File: config.mk
export PLATFORM = sky130hd
export DESIGN_NAME = gate_truth_classifier
export DESIGN_NICKNAME = d
export VERILOG_FILES = /design/src/rtl/gate_truth_classifier.sv
export SDC_FILE = /design/constraint.sdc
export NUM_CORES = 1
export LEC_CHECK = 0
export ABC_CLOCK_PERIOD_IN_PS = 2100
export BUFFER_PORTS_ARGS = -buffer_cell sky130_fd_sc_hd__buf_4
export CORE_ASPECT_RATIO = 0.9
export CORE_MARGIN = 2
export CORE_UTILIZATION = 56
export CTS_CLUSTER_SIZE = 30
export DETAILED_ROUTE_END_ITERATION = 8
export PLACE_DENSITY = 0.83
export SETUP_SLACK_MARGIN = 0.02
export SLEW_MARGIN = 0
export SYNTH_ARGS = -nofsm -noshare
export SYNTH_HDL_FRONTEND = slang
export SYNTH_SLANG_ARGS = --single-unit
File: constraint.sdc
create_clock -name clk -period 2.1 [get_ports clk]
set_input_delay 0.21 -clock clk [delete_from_list [all_inputs] [get_ports clk]]
set_output_delay 0.21 -clock clk [all_outputs]
set_load 0.05 [all_outputs]
File: src/rtl/gate_truth_classifier.sv
// ---------------------------------------------------------------------------
// gate_truth_classifier
//
// Purpose: self-identification engine for a two-input gate. It drives the four
// a/b vectors 00, 01, 10, 11 into the gate-under-test, holding each for
// SETTLE_CYCLES cycles before capturing the response. It then builds a 4-bit
// truth table and decodes which gate function is connected.
//
// Parameters:
//   SETTLE_CYCLES  cycles each vector is held before sampling (1..15; 0 -> 1)
//
// Ports:
//   clk        in   rising-edge clock
//   rst_n      in   asynchronous active-low reset
//   start      in   sweep request, sampled only while idle
//   resp       in   response bit from the gate-under-test
//   drv_a      out  stimulus a (registered)
//   drv_b      out  stimulus b (registered)
//   busy       out  high from the cycle after start is accepted through DONE
//   done       out  one-cycle pulse when the results below update
//   truth_tbl  out  bit i = response captured for {drv_a,drv_b} = i
//   gate_code  out  0 NOT(a), 1 AND, 2 OR, 3 NAND, 4 NOR, 5 XOR, 6 XNOR,
//                   7 unknown
//   valid_gate out  high when gate_code is 0..6
//   unstable   out  (only with GATE_CLS_STABLE_EN) response changed inside a
//                   settle window during the last sweep
//
// Optional feature macro: GATE_CLS_STABLE_EN
// ---------------------------------------------------------------------------
module gate_truth_classifier #(
  parameter int unsigned SETTLE_CYCLES = 2
) (
  input  logic       clk,
  input  logic       rst_n,
  input  logic       start,
  input  logic       resp,
  output logic       drv_a,
  output logic       drv_b,
  output logic       busy,
  output logic       done,
  output logic [3:0] truth_tbl,
  output logic [2:0] gate_code,
  output logic       valid_gate
`ifdef GATE_CLS_STABLE_EN
  ,
  output logic       unstable
`endif
);

  localparam int unsigned S_EFF    = (SETTLE_CYCLES == 0) ? 1 : SETTLE_CYCLES;
  localparam logic [3:0]  CNT_LAST = 4'(S_EFF - 1);

  localparam logic [1:0] ST_IDLE   = 2'd0;
  localparam logic [1:0] ST_SETTLE = 2'd1;
  localparam logic [1:0] ST_SAMPLE = 2'd2;
  localparam logic [1:0] ST_DONE   = 2'd3;

  // Map a captured truth table onto a gate code; anything unrecognised is 7.
  function automatic logic [2:0] decode_gate(input logic [3:0] tbl);
    logic [2:0] code;
    case (tbl)
      4'b0011: code = 3'd0;
      4'b1000: code = 3'd1;
      4'b1110: code = 3'd2;
      4'b0111: code = 3'd3;
      4'b0001: code = 3'd4;
      4'b0110: code = 3'd5;
      4'b1001: code = 3'd6;
      default: code = 3'd7;
    endcase
    return code;
  endfunction

  logic [1:0] state_q, state_d;
  logic [1:0] idx_q, idx_d;
  logic [3:0] cnt_q, cnt_d;
  logic [3:0] scratch_q, scratch_d;
  logic [1:0] drv_q, drv_d;
  logic       busy_q, busy_d;
  logic       done_q, done_d;
  logic [3:0] tbl_q, tbl_d;
  logic [2:0] code_q, code_d;
  logic       valid_q, valid_d;
`ifdef GATE_CLS_STABLE_EN
  logic       pre_q, pre_d;
  logic       flag_q, flag_d;
  logic       unstable_q, unstable_d;
`endif

  // Next-state logic for the sweep FSM and its datapath.
  always_comb begin
    state_d   = state_q;
    idx_d     = idx_q;
    cnt_d     = cnt_q;
    scratch_d = scratch_q;
    drv_d     = drv_q;
    busy_d    = busy_q;
    done_d    = 1'b0;
    tbl_d     = tbl_q;
    code_d    = code_q;
    valid_d   = valid_q;
`ifdef GATE_CLS_STABLE_EN
    pre_d      = pre_q;
    flag_d     = flag_q;
    unstable_d = unstable_q;
`endif
    case (state_q)
      ST_IDLE: begin
        drv_d = 2'b00;
        if (start) begin
          scratch_d = 4'b0000;
          idx_d     = 2'd0;
          cnt_d     = 4'd0;
          busy_d    = 1'b1;
          state_d   = ST_SETTLE;
`ifdef GATE_CLS_STABLE_EN
          flag_d    = 1'b0;
`endif
        end else begin
          busy_d = 1'b0;
        end
      end
      ST_SETTLE: begin
        drv_d = idx_q;
        if (cnt_q == CNT_LAST) begin
          state_d = ST_SAMPLE;
`ifdef GATE_CLS_STABLE_EN
          pre_d   = resp;
`endif
        end else begin
          cnt_d = cnt_q + 4'd1;
        end
      end
      ST_SAMPLE: begin
        scratch_d[idx_q] = resp;
`ifdef GATE_CLS_STABLE_EN
        flag_d = flag_q | (resp ^ pre_q);
`endif
        if (idx_q == 2'd3) begin
          // Results are loaded on the edge into DONE so they are already
          // visible during the done pulse.
          state_d = ST_DONE;
          drv_d   = 2'b00;
          done_d  = 1'b1;
          tbl_d   = scratch_d;
          code_d  = decode_gate(scratch_d);
          valid_d = (decode_gate(scratch_d) != 3'd7);
`ifdef GATE_CLS_STABLE_EN
          unstable_d = flag_d;
          if (flag_d) begin
            code_d  = 3'd7;
            valid_d = 1'b0;
          end else begin
            code_d  = decode_gate(scratch_d);
          end
`endif
        end else begin
          idx_d   = idx_q + 2'd1;
          cnt_d   = 4'd0;
          drv_d   = idx_q + 2'd1;
          state_d = ST_SETTLE;
        end
      end
      ST_DONE: begin
        drv_d   = 2'b00;
        busy_d  = 1'b0;
        state_d = ST_IDLE;
      end
      default: begin
        drv_d   = 2'b00;
        busy_d  = 1'b0;
        state_d = ST_IDLE;
      end
    endcase
  end

  // State and output registers.
  always_ff @(posedge clk or negedge rst_n) begin
    if (!rst_n) begin
      state_q   <= ST_IDLE;
      idx_q     <= 2'd0;
      cnt_q     <= 4'd0;
      scratch_q <= 4'b0000;
      drv_q     <= 2'b00;
      busy_q    <= 1'b0;
      done_q    <= 1'b0;
      tbl_q     <= 4'b0000;
      code_q    <= 3'd0;
      valid_q   <= 1'b0;
    end else begin
      state_q   <= state_d;
      idx_q     <= idx_d;
      cnt_q     <= cnt_d;
      scratch_q <= scratch_d;
      drv_q     <= drv_d;
      busy_q    <= busy_d;
      done_q    <= done_d;
      tbl_q     <= tbl_d;
      code_q    <= code_d;
      valid_q   <= valid_d;
    end
  end

`ifdef GATE_CLS_STABLE_EN
  // Stability-check registers.
  always_ff @(posedge clk or negedge rst_n) begin
    if (!rst_n) begin
      pre_q      <= 1'b0;
      flag_q     <= 1'b0;
      unstable_q <= 1'b0;
    end else begin
      pre_q      <= pre_d;
      flag_q     <= flag_d;
      unstable_q <= unstable_d;
    end
  end

  assign unstable = unstable_q;
`endif

  assign drv_a      = drv_q[1];
  assign drv_b      = drv_q[0];
  assign busy       = busy_q;
  assign done       = done_q;
  assign truth_tbl  = tbl_q;
  assign gate_code  = code_q;
  assign valid_gate = valid_q;

endmodule

# == Yosys cells after proc, flatten, opt, wreduce, memory -nomap -nowiden ==
# Cells that the tools add are included.
# op_classes
order_cmp,2
muxes,24
reduce_logical,11
add_sub_neg,2
eq_ne,17
# op_table
op,n
$pmux W3 S7,1
$eq A4 B4 Y1 const B,3
$mux W2,6
$mux W4,3
$pmux W4 S3,1
$eq A4 B1 Y1 const B,2
$eq A4 B3 Y1 const B,2
$ne A2 B2 Y1 const B,4
$pmux W2 S4,1
$pmux W4 S2,1
$eq A2 B2 Y1 const B,3
$mux W3,2
$pmux W2 S3,1
$reduce_and A2 Y1,3
$add A4 B1 Y4 const B,1
$bwmux W4,1
$eq A4 B2 Y1 const B,1
$mux W1,4
$pmux W2 S2,1
$reduce_and A4 Y1,1
$reduce_bool A2 Y1,2
$lt A2 B3 Y1 const B,1
$ne A3 B3 Y1 const B,1
$reduce_and A3 Y1,1
9 further kinds,9
# word_totals
input_bits,4
ff_bits,24
output_inout_bits,12
wordCells,66

# == Logic depth before layout (Yosys ltp) ==
# depth
ltp_word,10
depth_mapped,7
mapped_depth_nobuf,7

# == Least setup slack after synthesis ==
# No wires, ideal clock.
# synth_timing
path_kind,register -> register
from,register idx_q[0]
to,register code_q[0] (netlist: gate_code[0])
setup_time_ns,0.122
required_ns,1.978
n_path_buf,0
stages_incl_launch_ff,7
slack_ns,0.310
synth_period_minus_slack_ns,1.790
arrival_ns,1.667
path_cell_list,dfrtp_1 -> inv_1 -> ha_1 -> mux2_2 -> or4_1 -> o21ai_1 -> o21ai_1
# synth_between
elab_chain_len,7
word_cells_on_any_way,16
classes_between,order compare (2); eq/ne (8); mux (4); reduce/logical (2)
# synth_rtl
element,line,rtl
"start, declared",75,"logic [1:0] idx_q, idx_d;"
"start signal, assigned",192,idx_q <= idx_d;
$lt A2 B3 Y1 (not written as such) or $ge A2 B1 Y1 (tied branches),135,scratch_d[idx_q] = resp;
$logic_and A1 B1 Y1 (not written as such),135,
$mux W1 (not written as such),135,
$demux W1 S2,135,
$bwmux W4,135,
$eq A4 B4 Y1 (tied with other cells),61,case (tbl)
$pmux W3 S7,61,
"end signal, assigned",199,code_q <= code_d;
"end, declared",82,"logic [2:0] code_q, code_d;"
# Several ways; a longest one is shown, not always the timed one.
# A chain may end at the register's enable or synchronous reset.

# == Final worst setup path ==
# Ends and elaborated chain as after synthesis.

==> results_dict.tcl <==
set metrics [dict create \
    run_status "finished clean" \
    worstReg2RegEnd "gate_code[0]" \
    drv_cap 0 \
    synth-edff-count 0 \
    wire_per_inst_microns 13.75 \
    wirelength_microns 2448 \
    grt_max_degree 25 \
    core_area_sq_um 2222 \
    place_area_sq_um 1475 \
    die_area_sq_um 2786 \
    ir_drop_v 0.001240 \
    r2r_cells 6 \
    power.total_uw 2520 \
    root_buffer "clkbuf_4" \
    fin_crit_sh 0.9261 \
    synth_top_area_share 0.4507 \
    cp_cell_sequence "inv_1 > ha_1 > mux2_2 > or4_1 > o21ai_1 > o21ai_1" \
    postLayoutCellArea_sq_um 1541 \
    finalHoldViolCount 0 \
    grtUsageTotal 0.2002 \
    overflow 0 \
    ys_seq_area_frac 0.4507 \
    io_pins 16 \
    finalMaxSlewViolations 0 \
    synth-seq-cells 24 \
    drive_gt1_frac 0.2318 \
    area_delta_synth_final_pct 15.68 \
    worstPathArrival_ns 2.16 \
    max_slew_margin 0.6786 \
    max_stage_delay_ns 0.50 \
    clk_pin_slew_ns 0.13 \
    setup_viol 0 \
    vias_per_cell 5.764 \
    drc_errors 0 \
    cts_buffers 3 \
    fmax_ghz 0.5142 \
    syn-cell-area_sq_um 1333 \
    worstSkewPairLatency_ns 0.31 \
    ys_types 35 \
    cts_buffer_depth 2 \
    rsz0062_at_grt "false" \
    cp-end-kind "flop" \
    hpwl_microns 1830 \
    initial_utilization 0.5997 \
    clock-sinks 24 \
    synth-main-ff-cell "dfrtp_1" \
    powerDensity_nw_per_um2 1635 \
    final_util 0.6937 \
    crit_required_ns 2.31 \
    critical_path_depth 6 \
    fin_nets 167 \
    cp-endpoint "gate_code[0]" \
    critPathLaunch "idx_q[0]" \
    fin_worst_skew_ns 0.002902 \
    grt_pass1_wl_microns 4353 \
    first_pass_iters 4 \
    timing.critical_path.mode_cell "o21ai_1" \
    worst_slew_pin_slew_ns 0.4728 \
    synth_top_cells_by_area "dfrtp_1, ha_1, nand2_1, o21ai_0, a22o_1" \
    startpoint_type "flop" \
    syn_inst 132 \
    slowest_stage "or4_1" \
    die_x_microns 55.42 \
    drtAntennaViolNets 0 \
    port_buffers 15 \
    initialDrtViolationCount 24 \
    die_h_microns 50.28 \
    critPathBufInv 1 \
    first_global_vias 984 \
    htreeDepth 1 \
    r2r_slack_ns 0.16 \
    synth_nets 147 \
    avgSynthCellArea_sq_um 10.09 \
    num_vias 1026 \
    fin_setup_tns_ns 0 \
    p_leak_uw 0.0007373 \
    hp-class "in2reg" \
    synth_async_sr_flop_share 1.000 \
    min_period_ns 1.945 \
    row_count 16 \
    antenna_found_initial 0 \
    r2r_start "idx_q[0]" \
    cts_tree "done" \
    netlist.top_cell.by_area "dfrtp_1" \
    path_class "reg2reg" \
    antenna_cells 0 \
    cpLargestDelayFamily "simple AND/OR/NAND/NOR gates" \
    cts_setup_buffers 0 \
    crit_fanout 7 \
    yosysWarnings 0 \
    whs_ns 0.1761 \
    place_congestion 0.8371 \
]
power by group:
group | leakage [uW] | switching (uW) | total [uW] | internal (uW)
logic | 0.000411 | 901 | 1420 | 515
clock network | 0.0000279 | 135 | 328 | 193
registers | 0.000299 | 141 | 777 | 635
kinds of logic after synthesis:
logic type,after synthesis,synth area share
flops,24,0.4507
simple gates,44,0.1681
compound gates,35,0.1765
mux,7,0.06103
buf+inv,10,0.03380
xor+xnor,1,0.006574
fa+ha+maj,11,0.1033
cell usage in the layout (no fill, tap or decap), types with 2 or more instances in the layout:
cell type and count:
a21oi_1 3, a22o_1 4, a31oi_1 2, buf_4 17
clkbuf_4 3, dfrtp_1 24, ha_1 11, inv_1 6
mux2_2 3, mux2i_2 3, nand2_1 24, nand2b_1 3
nand3_1 3, nor2_1 3, nor2b_1 2, nor3_1 2
o21ai_0 13, o21ai_1 6
state kept, by name, indices dropped and copies added, names as in the netlist:
name,flops
valid_gate,1
cnt_q,4
busy,1
done,1
gate_code,3
scratch_q,4
idx_q,2
drv_q,2
truth_tbl,4
state_q,2
cell type report:
type | count | area (sq um)
Multi-Input combinational cell | 98 | 690.7
Timing Repair Buffer | 18 | 137.6
Sequential cell | 24 | 600.6
Fill cell | 164 | 680.7
Clock inverter | 1 | 30.03
Clock buffer | 3 | 22.52
Tap cell | 27 | 33.78
Inverter | 7 | 26.28
routing by layer:
metal | vias to the layer above | global-route usage | part of all wire | wire length (microns)
li1 | 504 | - | - | -
met1 | 494 | 0.2479 | 0.46 | 1117
met2 | 26 | 0.3472 | 0.48 | 1187
met3 | 2 | 0.05670 | 0.051 | 124
met4 | 0 | 0.04878 | 0.0078 | 19
met5 | - | 0 | 0 | 0
how the worst min path moves through the flow:
| stage | cells after the start | startpoint | end | slack [ns] |
|---|---|---|---|---|
| after floorplan | 0 | rst_n | busy | -0.09 |
| after global placement | 1 | rst_n | truth_tbl[0] | 0.12 |
| after detailed placement | 1 | rst_n | truth_tbl[3] | 0.12 |
| after CTS | 2 | resp | truth_tbl[3] | 0.18 |
| after global routing | 2 | resp | truth_tbl[3] | 0.19 |
| final | 3 | start | busy | 0.18 |
cells in the mapped netlist (3+ instances only):
cell type and instances:
a21oi_1 3, a22o_1 4, dfrtp_1 24, ha_1 11, inv_1 6, mux2_2 3, nand2_1 24, nand2b_1 3
nand3_1 3, nor2_1 3, o21ai_0 13, o21ai_1 6
stage by stage:
step	setup WS, ns	std cells
global placement	0.2541	173
CTS	0.1590	178
finish	0.1551	178
global route	0.09917	178
floorplan	0.3104	132
detailed placement	0.1851	173
worst reg2reg max path, cell delays in order, from the launching register on:
cell,delay [ns]
dfrtp_1,0.47
inv_1,0.13
ha_1,0.21
mux2_2,0.39
or4_1,0.50
o21ai_1,0.09
o21ai_1,0.07
repair_timing:
action / CTS / global route
resized for setup: 0 / 1
hold endpoints to repair: 24 / 0
hold buffers: 1 / 0
endpoints found under the setup margin: 0 / 1
No activity file was read; power rests on OpenSTA's default activity.
